[src/rtl/instr_prefetch_queue_if.sv]
// instr_prefetch_queue_if: fetch-stage bus joining the prefetch queue, instruction memory and ID.
interface instr_prefetch_queue_if #(
    parameter int DEPTH = 4,
    parameter int AW    = 11,
    parameter int DW    = 32
);
    localparam int CW = $clog2(DEPTH + 1);
    logic          redirect;
    logic [AW-1:0] redirect_pc;
    logic [AW-1:0] I_ADDR;
    logic          im_oen;
    logic [DW-1:0] IR;
    logic [DW-1:0] ir_out;
    logic [AW-1:0] pc_out;
    logic          ir_valid;
    logic          ir_ready;
    logic [CW-1:0] count;
    modport slave (
        input  redirect, redirect_pc, IR, ir_ready,
        output I_ADDR, im_oen, ir_out, pc_out, ir_valid, count
    );
    modport master (
        output redirect, redirect_pc, IR, ir_ready,
        input  I_ADDR, im_oen, ir_out, pc_out, ir_valid, count
    );
endinterface

[src/rtl/instr_prefetch_queue.sv]
// instr_prefetch_queue: fetches from synchronous instruction memory into a small PC-tagged FIFO feeding ID.
module instr_prefetch_queue #(
    parameter int DEPTH = 4,
    parameter int AW    = 11,
    parameter int DW    = 32
) (
    input  logic                    clk,
    input  logic                    rst,
    instr_prefetch_queue_if.slave   bus
);
    localparam int CW = $clog2(DEPTH + 1);
    localparam int PW = $clog2(DEPTH);
    logic [DW-1:0] r_ir_mem [DEPTH];
    logic [AW-1:0] r_pc_mem [DEPTH];
    logic [PW-1:0] r_rd_ptr;
    logic [PW-1:0] r_wr_ptr;
    logic [CW-1:0] r_count;
    logic [AW-1:0] r_fpc;
    logic [AW-1:0] r_addr;
    logic [AW-1:0] r_req_pc;
    logic          r_rsp_pend;
    logic          r_redirect_q;
    logic          w_issue;
    logic          w_valid;
    logic          w_pop;
    // Credit counts the word in flight, so a push can never land on a full queue.
    assign w_issue      = ~rst & ~r_redirect_q & ((r_count + CW'(r_rsp_pend)) < CW'(DEPTH));
    assign w_valid      = ~rst & (r_count != '0);
    assign w_pop        = w_valid & bus.ir_ready;
    assign bus.im_oen   = ~w_issue;
    assign bus.I_ADDR   = rst ? '0 : (w_issue ? r_fpc : r_addr);
    assign bus.ir_valid = w_valid;
    assign bus.ir_out   = w_valid ? r_ir_mem[r_rd_ptr] : '0;
    assign bus.pc_out   = w_valid ? r_pc_mem[r_rd_ptr] : '0;
    assign bus.count    = r_count;
    always_ff @(posedge clk) begin
        if (rst) begin
            r_fpc        <= '0;
            r_addr       <= '0;
            r_req_pc     <= '0;
            r_count      <= '0;
            r_rsp_pend   <= 1'b0;
            r_redirect_q <= 1'b0;
            r_rd_ptr     <= '0;
            r_wr_ptr     <= '0;
        end else begin
            r_redirect_q <= bus.redirect;
            if (w_issue) begin
                r_addr   <= r_fpc;
                r_req_pc <= r_fpc;
            end
            if (bus.redirect) begin
                r_fpc      <= bus.redirect_pc;
                r_rsp_pend <= 1'b0;
                r_count    <= '0;
                r_rd_ptr   <= '0;
                r_wr_ptr   <= '0;
            end else begin
                r_fpc      <= w_issue ? r_fpc + 1'b1 : r_fpc;
                r_rsp_pend <= w_issue;
                r_wr_ptr   <= r_rsp_pend ? r_wr_ptr + 1'b1 : r_wr_ptr;
                r_rd_ptr   <= w_pop ? r_rd_ptr + 1'b1 : r_rd_ptr;
                r_count    <= r_count + CW'(r_rsp_pend) - CW'(w_pop);
            end
        end
    end
    always_ff @(posedge clk) begin
        if (r_rsp_pend) begin
            r_ir_mem[r_wr_ptr] <= bus.IR;
            r_pc_mem[r_wr_ptr] <= r_req_pc;
        end
    end
endmodule

[src/flat_wrapper.sv]
// flat-port wrapper written by rule: the top's interface ports become plain ports
module instr_prefetch_queue_flat 
#(
    parameter int DEPTH = 4,
    parameter int AW    = 11,
    parameter int DW    = 32
)
  (clk, rst, bus_redirect, bus_redirect_pc, bus_IR, bus_ir_ready, bus_I_ADDR, bus_im_oen, bus_ir_out, bus_pc_out, bus_ir_valid, bus_count);
  instr_prefetch_queue_if #(.DEPTH(DEPTH), .AW(AW), .DW(DW)) bus_i ();
  input  logic clk;
  input  logic rst;
  input wire logic [$bits(bus_i.redirect)-1:0] bus_redirect;
  input wire logic [$bits(bus_i.redirect_pc)-1:0] bus_redirect_pc;
  input wire logic [$bits(bus_i.IR)-1:0] bus_IR;
  input wire logic [$bits(bus_i.ir_ready)-1:0] bus_ir_ready;
  output wire logic [$bits(bus_i.I_ADDR)-1:0] bus_I_ADDR;
  output wire logic [$bits(bus_i.im_oen)-1:0] bus_im_oen;
  output wire logic [$bits(bus_i.ir_out)-1:0] bus_ir_out;
  output wire logic [$bits(bus_i.pc_out)-1:0] bus_pc_out;
  output wire logic [$bits(bus_i.ir_valid)-1:0] bus_ir_valid;
  output wire logic [$bits(bus_i.count)-1:0] bus_count;
  assign bus_i.redirect = bus_redirect;
  assign bus_i.redirect_pc = bus_redirect_pc;
  assign bus_i.IR = bus_IR;
  assign bus_i.ir_ready = bus_ir_ready;
  assign bus_I_ADDR = bus_i.I_ADDR;
  assign bus_im_oen = bus_i.im_oen;
  assign bus_ir_out = bus_i.ir_out;
  assign bus_pc_out = bus_i.pc_out;
  assign bus_ir_valid = bus_i.ir_valid;
  assign bus_count = bus_i.count;
  instr_prefetch_queue #(.DEPTH(DEPTH), .AW(AW), .DW(DW)) u_core (.clk(clk), .rst(rst), .bus(bus_i));
endmodule
[config.mk]
export PLATFORM = sky130hd
export DESIGN_NAME = instr_prefetch_queue_flat
export DESIGN_NICKNAME = d
export VERILOG_FILES = /design/src/rtl/instr_prefetch_queue_if.sv /design/src/rtl/instr_prefetch_queue.sv /design/src/flat_wrapper.sv
export SDC_FILE = /design/constraint.sdc
export NUM_CORES = 1
export LEC_CHECK = 0
export ABC_CLOCK_PERIOD_IN_PS = 1800
export CAP_MARGIN = 20
export CORE_UTILIZATION = 30
export DETAILED_ROUTE_END_ITERATION = 12
export PLACE_DENSITY_LB_ADDON = 0.25
export SLEW_MARGIN = 0
export SYNTH_ARGS = -nofsm -noshare
export SYNTH_HDL_FRONTEND = slang
export SYNTH_SLANG_ARGS = --single-unit
[constraint.sdc]
create_clock -name clk -period 1.8 [get_ports clk]
set_input_delay 0.18 -clock clk [delete_from_list [all_inputs] [get_ports clk]]
set_output_delay 0.18 -clock clk [all_outputs]
set_load 0.005 [all_outputs]
==> flow_summary.ini, run 1 <==
[floorplanning]
die_w_um = 168
core_um2 = 27000
start_util = 0.307
rows = 60
pin_count = 106
die-area_um2 = 28300
die_y_um = 168

[timing]
rsz0062_at_grt = true
timing.fmax_mhz = 450
fin_ws_ps = -423
setup_violations = 61
fin_skew_ps = 8.37
fin_crit_sh = 1.23
period_minus_slack_ps = 2220
slew_viol_final = 0
worst_slew_pin_slew_ps = 529
slew_headroom = 0.645
timing.final.hold_violations = 0

[global_route]
grt_pass1_wl_mm = 29.0
grt_pass1_vias = 5089
grt_start_max_net_pins = 44
grt_use_total = 0.134
antenna_found_initial = 0
overflow = 0

[synth]
ys_seq_area_frac = 0.728
synth_area_leaders = edfxtp_1 (62%), mux4_2 (12%), dfxtp_1 (11%)
synth-main-ff-cell = edfxtp_1
synth_seq_cells = 216
synthTopCellsByCount = edfxtp_1 (172), and2_1 (49), dfxtp_1 (44)
syn_inst = 481
synth.top_cell.area_share = 0.622
synth_most_common_cell = edfxtp_1
synthArstFlopShare = 0
syn_nets = 537
synth_warnings = 0
mappedNetlistArea_um2 = 8300
synth_edf_count = 172
ys_types = 35
synth_top_area_cell = edfxtp_1
avgSynthCellArea_um2 = 17.3

[run]
maxCapViolations = 0

[cts]
cts-root-buf = clkbuf_16
cts_hold_buf = 0
clockBufferDepth = 3
cts_buffers = 24
clk_latency_ps = 500
path_clk_slew_ps = 60
htree_levels = 1
cts_sinks = 216
tritoncts = yes

[power]
p_seq_frac = 0.508
p_int_mw = 8.70
vdd_drop_max_v = 0.000723
power_density_nw_per_um2 = 924
clock_power_share = 0.436
comb_power_share = 0.057
power_mw = 10.9
switching_share = 0.202
p_switching_mw = 2.21
p_leak_nw = 4.13

[placement]
dpl_worst_slack_ps = -420
gp_congestion = 0.832
io_buffers = 105
dp_cells = 948
hpwl_mm = 10.8

[min_path]
hp-class = input pin to register

[routing]
wl_per_cell_um = 18.1
drt-initial-drc-count = 215
drtAntennaViolNets = 0
firstDrtPassIters = 4
routed_wl_mm = 18.6
vias = 4745
via_per_inst = 4.62
drcViolationCount = 0

[critical_path]
critPathCaptureType = output port
worst_setup_path_start_kind = register
cp.arrival_ps = 2040
crit_fanout = 13
critPathKind = register to output port
rrSetupSlack_ps = -200
cp.required_ps = 1620

[cells_and_area]
syn_to_final_growth_pct = 42.3
final_core_util = 0.437
layout.cells.non_filler = 1027
nets = 724
drive_gt1_frac = 0.442

[outcome]
status = finished, violations left
violations = negative setup slack
## critical path: stages, from the launching register on
cell	delay [ps]
dfxtp_2	330
ha_4	160
ha_4	170
xor2_4	160
nor2_4	170
clkbuf_16	200
inv_16	50
nand2_1	70
a21oi_2	60
buf_2	140
## power by group through the flow
stage               clock [mW]  combinational, mW  sequential [mW]
floorplan                    0              0.206             5.62
global placement             0              0.507             5.63
detailed placement           0              0.520             5.64
CTS                       4.89              0.597             5.54
global route              5.07              0.668             5.55
finish                    4.75              0.617             5.54
## path summary, 6_finish.rpt
| kind | startpoint | to | depth (start not counted) |
|---|---|---|---|
| worst min-delay path | bus_redirect_pc[4] | u_core.r_fpc[4] | 3 |
| worst min register to register | u_core.r_addr[7] | u_core.r_addr[7] | 2 |
| worst max register to register | u_core.bus.count[0] | u_core.r_fpc[8] | 7 |
| worst max-delay path | u_core.bus.count[0] | bus_I_ADDR[4] | 9 |
## metal layers
metal / part of all wire / GRT usage / wire, um / up-vias
met2: 0.48 / 0.224 / 8940 / 132
li1: - / - / - / 2222
met4: 0.019 / 0.0312 / 357 / 0
met3: 0.055 / 0.0261 / 1030 / 27
met1: 0.44 / 0.180 / 8280 / 2364
met5: 0 / 0 / 0 / -
## flip-flops by register name (all words and copies together), names as in the netlist, named ones only
name,count
u_core.bus.count,3
u_core.r_addr,11
u_core.r_fpc,11
u_core.r_ir_mem,128
u_core.r_pc_mem,44
u_core.r_rd_ptr,2
u_core.r_redirect_q,1
u_core.r_req_pc,11
u_core.r_rsp_pend,1
u_core.r_wr_ptr,2
## logic make-up after synthesis
kind of cell / Yosys count / synth area share
flip-flops: 216 / 0.728
AND/OR/NAND/NOR: 127 / 0.0794
multiplexers: 44 / 0.118
AO/OA/AOI/OAI: 38 / 0.0292
buffers and inverters: 35 / 0.0170
XOR/XNOR: 12 / 0.0145
adder cells (fa/ha/maj): 9 / 0.0136
## cells in the final DEF (no fill, tap or decap), types with 7 or more instances in the layout
cell type        instances
nor2_1                  19
dfxtp_1                 38
inv_1                   10
buf_6                   46
and2_4                  31
buf_12                  16
mux4_2                  43
nand2_4                  7
clkbuf_16               26
buf_2                   24
a21oi_2                  9
nand2_1                 19
edfxtp_1               172
ha_1                     7
xnor2_1                  8
a21oi_1                 11
nand2_2                 11
clkdlybuf4s50_1         49
buf_4                   39
and2_1                  14
## stage by stage
step                cell area, um^2  hold WS (ps)  TNS (ps)
floorplan                      8350           245         0
global placement              10200           446    -11830
detailed placement            10200           452    -13230
CTS                           11600           244    -20180
global route                  11800           270    -23220
finish                        11800           267    -18370
## repair_timing
action / in CTS / in global routing
endpoints found under the setup margin: 64 / 65
gates cloned: 8 / 0
pin swaps: 62 / 24
buffers inserted: 27 / 5
resized for setup: 337 / 45
## area by class of cell
| type | instances | area [um^2] |
|---|---|---|
| clock buffer | 30 | 664 |
| tap | 341 | 427 |
| inverter | 12 | 61.3 |
| sequential | 216 | 6060 |
| fill | 2384 | 15200 |
| timing repair buffer | 184 | 1980 |
| antenna | 1 | 2.50 |
| multi-input combinational | 230 | 2500 |
| clock inverter | 13 | 115 |
Power figures use the tool's default switching activity.
==> run 2, diff against run 1 <==
--- a/config.mk
+++ b/config.mk
@@ -7,6 +7,7 @@
 export LEC_CHECK = 0
 export ABC_CLOCK_PERIOD_IN_PS = 1800
 export CAP_MARGIN = 20
+export CORE_ASPECT_RATIO = 0.9
 export CORE_UTILIZATION = 30
 export DETAILED_ROUTE_END_ITERATION = 12
 export PLACE_DENSITY_LB_ADDON = 0.25
==> flow_summary.ini, run 2 (same netlist as run 1, synthesis figures left out) <==
[placement]
io_buffers = 105
gp_congestion = 0.830
dpl_worst_slack_ps = -415
hpwl_mm = 10.7

[cells_and_area]
reg_top3 = u_core.r_ir_mem: 128 flops, u_core.r_pc_mem: 44 flops
final_cell_mix = edfxtp_1 (172), clkdlybuf4s50_1 (49), buf_6 (49), mux4_2 (43), buf_4 (41)
nets = 724
ff_latch_area_um2 = 6060
insertedDiodeCount = 0
final_common_cell = edfxtp_1
syn_to_final_growth_pct = 42.2
nFillCells = 2429
top_register = u_core.r_ir_mem
multi_input_area_um2 = 2510
largest_reg_flops = 128
drive_gt1_frac = 0.445

[timing]
tns_ps = -18440
slew_headroom = 0.611
rsz0062_at_grt = true
hold_slack_ps = 266
setup_violations = 59
worst_slew_pin_slew_ps = 579
fin_ws_ps = -432
timing.final.hold_violations = 0
timing.fmax_mhz = 448
slew_viol_final = 0
period_minus_slack_ps = 2230
fin_skew_ps = 11.3
fin_crit_sh = 1.24

[routing]
vias = 4769
drcViolationCount = 0
drt-initial-drc-count = 253
via_per_inst = 4.59
drtAntennaViolNets = 0
wl_per_cell_um = 18.3
firstDrtPassIters = 4
routed_wl_mm = 19.0

[cts]
clockBufferDepth = 3
tritoncts = yes
cts-root-buf = clkbuf_16
path_clk_slew_ps = 60
cts_sinks = 216
clk_latency_ps = 500
cts_buffers = 24
htree_levels = 1

[critical_path]
cp.required_ps = 1620
reg2regPathDepth = 8
critPathCaptureType = output port
r2r_start = u_core.bus.count[0]
critPathKind = register to output port
crit_start = u_core.bus.count[0]
crit_fanout = 7
worst_setup_path_start_kind = register
cp.arrival_ps = 2050

[power]
p_leak_nw = 4.16
vdd_drop_max_v = 0.000606
power_mw = 11.0
power_density_nw_per_um2 = 928

[run]
maxCapViolations = 0

[global_route]
grt_start_max_net_pins = 44
grt_use_total = 0.135
grt_pass1_wl_mm = 28.9
overflow = 0
antenna_found_initial = 0
grt_pass1_vias = 5053

[outcome]
status = finished, violations left
violations = negative setup slack

[floorplanning]
pin_count = 106
die_w_um = 177
start_util = 0.306
core_um2 = 27100
rows = 57
die_y_um = 160
die-area_um2 = 28300

[min_path]
hp-class = input pin to register
holdCritStartpoint = bus_redirect_pc[5]
hold-path-cell-count = 3
==> run 2: worst paths after layout <==
kind | end | slack (ps)
max reg2reg | u_core.r_fpc[8] | -280
min reg2reg | u_core.r_addr[7] | 460
min | u_core.r_fpc[5] | 270
max | bus_I_ADDR[3] | -430
==> run 2: cell type report <==
| cell class | count | area share |
|---|---|---|
| sequential | 216 | 0.513 |
| multi-input combinational | 230 | 0.213 |
| timing repair buffer | 183 | 0.164 |
| clock buffer | 29 | 0.0560 |
| tap | 354 | 0.0375 |
| clock inverter | 15 | 0.0111 |
| inverter | 12 | 0.00445 |
| timing repair inverter | 1 | 0.000742 |
==> run 2: power by group <==
part           total, mW  internal (mW)  switching [mW]
registers           5.54           5.47          0.0671
clock network       4.79           2.90            1.89
logic              0.622          0.340           0.282
==> run 2: per-stage QoR <==
step           instance area (um^2)  std cells   util
4_1_cts                       11600       1034  0.428
5_1_grt                       11800       1040  0.436
2_1_floorplan                  8350        481      -
6_report                      11800       1040  0.436
3_3_place_gp                  10200        961  0.376
3_5_place_dp                  10200        961  0.376
==> run 2: critical path, stage by stage, from the launching register on <==
cell and delay, ps:
dfxtp_2 340, ha_4 160, ha_4 170, xor2_4 160, nor2_4 190, buf_6 170, inv_8 50, nand2_1 110
a21oi_4 70, buf_2 140
==> run 2: layer usage <==
metal	up-vias	track usage	routed length (um)
met5	-	0	0
met4	0	0.0284	335
met3	24	0.0260	886
met2	125	0.224	9220
met1	2399	0.182	8580
li1	2221	-	-
==> run 2: timing repair <==
action / CTS / global route
setup endpoints to repair: 63 / 64
resized for setup: 331 / 48
gates cloned: 9 / 0
pin swaps: 61 / 24
hold buffers: 0 / 0
buffers inserted: 24 / 8
==> run 3, diff against run 2 <==
--- a/config.mk
+++ b/config.mk
@@ -6,10 +6,10 @@
 export NUM_CORES = 1
 export LEC_CHECK = 0
 export ABC_CLOCK_PERIOD_IN_PS = 1800
-export CAP_MARGIN = 20
 export CORE_ASPECT_RATIO = 0.9
 export CORE_UTILIZATION = 30
 export DETAILED_ROUTE_END_ITERATION = 12
+export DONT_BUFFER_PORTS = 1
 export PLACE_DENSITY_LB_ADDON = 0.25
 export SLEW_MARGIN = 0
 export SYNTH_ARGS = -nofsm -noshare
==> flow_summary.ini, run 3 (same netlist as run 1, synthesis figures left out) <==
[outcome]
status = finished, violations left
violations = negative setup slack

[power]
comb_power_share = 0.050
p_leak_nw = 3.53
clock_power_share = 0.416
p_seq_frac = 0.534
power_mw = 10.4
power_density_nw_per_um2 = 959
switching_share = 0.208
p_switching_mw = 2.16
p_int_mw = 8.21
vdd_drop_max_v = 0.000503

[global_route]
grt_pass1_vias = 4737
grt_pass1_wl_mm = 28.1
grt_use_total = 0.132
overflow = 0
antenna_found_initial = 0
grt_start_max_net_pins = 44

[routing]
via_per_inst = 4.71
vias = 4454
drtAntennaViolNets = 0
firstDrtPassIters = 4
wl_per_cell_um = 20.1
drcViolationCount = 0
drt-initial-drc-count = 193
routed_wl_mm = 19.0

[cells_and_area]
final_common_cell = edfxtp_1
nFillCells = 2471
final_core_util = 0.399
insertedDiodeCount = 0
syn_to_final_growth_pct = 30.3
drive_gt1_frac = 0.358
reg_top3 = u_core.r_ir_mem: 128 flops, u_core.r_pc_mem: 44 flops
final_cell_mix = edfxtp_1 (172), dlygate4sd3_1 (46), mux4_2 (43), and2_4 (43), dfxtp_1 (40)
top_register = u_core.r_ir_mem
largest_reg_flops = 128
nets = 632

[critical_path]
rrSetupSlack_ps = -180
cp.arrival_ps = 1970
critPathCaptureType = output port
cp.buffers_inverters = 1
cp_common_cell = ha_4
crit_fanout = 5
cpPeakStageDelay_ps = 360
critPathKind = register to output port
cp.required_ps = 1620
path_cells = ha_4 > ha_4 > xor2_4 > nor2_4 > buf_6 > nand2_2 > a21oi_2
crit_slowest_cell = dfxtp_4
path_delay_family = flip-flops
r2r_start = u_core.bus.count[0]
r2r-end = u_core.r_fpc[8]
reg2regPathDepth = 8
worst_setup_path_start_kind = register

[placement]
gp_congestion = 0.721
io_buffers = 0
hpwl_mm = 9.73

[min_path]
holdCritStartpoint = bus_redirect
hold-path-cell-count = 2
min_to = u_core.r_fpc[7]
hp-class = input pin to register

[floorplanning]
die-area_um2 = 28300
die_w_um = 177
start_util = 0.306
pin_count = 106
rows = 57
die_y_um = 160
core_um2 = 27100

[timing]
slew_headroom = 0.652
worst_slew_pin_slew_ps = 518
timing.fmax_mhz = 464
tns_ps = -15190
fin_ws_ps = -353
rsz0062_at_grt = true
slew_viol_final = 0
fin_skew_ps = 9.26
timing.final.hold_violations = 0
period_minus_slack_ps = 2150
fin_crit_sh = 1.20
setup_violations = 61

[cts]
cts_buffers = 23
cts_sinks = 216
clockBufferDepth = 3
clk_latency_ps = 500
htree_levels = 1
tritoncts = yes
path_clk_slew_ps = 60
cts-root-buf = clkbuf_16

[run]
maxCapViolations = 0
-- run 3: changes by cell type in the layout (fill, tap and decap cells not counted), sizes merged, moves of 2 or more --
cell | previous run | this run
buf | 129 | 41
clkinvlp | 0 | 2
nor2 | 21 | 25
dlygate4sd3 | 0 | 46
clkdlybuf4s50 | 49 | 0
clkbuf | 32 | 30
clkinv | 14 | 11
-- run 3: layout make-up --
class                      instances  area, um^2  share of cell area
sequential                       216        6060               0.560
multi-input combinational        234        2590               0.239
timing repair buffer              89         997              0.0922
clock buffer                      28         594              0.0550
tap                              354         443              0.0410
clock inverter                    13        88.8             0.00822
inverter                          12        47.5             0.00440
-- run 3: metrics by stage --
stage	std cells	hold WS (ps)	instance area [um^2]	setup WS (ps)
CTS	941	3.34	10700	-354
floorplan	481	245	8350	11.9
finish	946	16.8	10800	-353
detailed placement	833	250	8950	-55.7
global placement	833	251	8950	-14.0
global route	946	41.5	10800	-419
-- run 3: how the worst max path moves through the flow --
stage / start / endpoint / cells after the start
global placement: u_core.bus.count[0] / u_core.r_fpc[8] / 6
detailed placement: u_core.bus.count[0] / u_core.r_fpc[7] / 6
floorplan: u_core.r_rsp_pend / u_core.r_fpc[8] / 6
finish: u_core.bus.count[0] / bus_I_ADDR[6] / 7
global route: u_core.bus.count[0] / bus_I_ADDR[10] / 7
CTS: u_core.bus.count[0] / bus_I_ADDR[9] / 7
-- run 3: power groups by stage --
stage / Sequential, mW / Clock (mW) / Combinational (mW)
floorplan: 5.62 / 0 / 0.206
global placement: 5.63 / 0 / 0.283
detailed placement: 5.64 / 0 / 0.285
CTS: 5.53 / 4.46 / 0.504
global route: 5.55 / 4.63 / 0.566
finish: 5.54 / 4.31 / 0.519
-- run 3: what timing repair did --
item / in CTS / in global routing
endpoints found under the setup margin: 71 / 61
resized for setup: 99 / 19
cloned: 7 / 2
pin swaps: 19 / 10
hold endpoints to repair: 172 / 1
buffers inserted: 14 / 5
hold buffers: 46 / 1
-- run 3: per-layer routing --
metal | GRT usage | part of all wire
met5 | 0 | 0
met4 | 0.0330 | 0.019
met3 | 0.0288 | 0.051
met2 | 0.217 | 0.48
met1 | 0.176 | 0.45
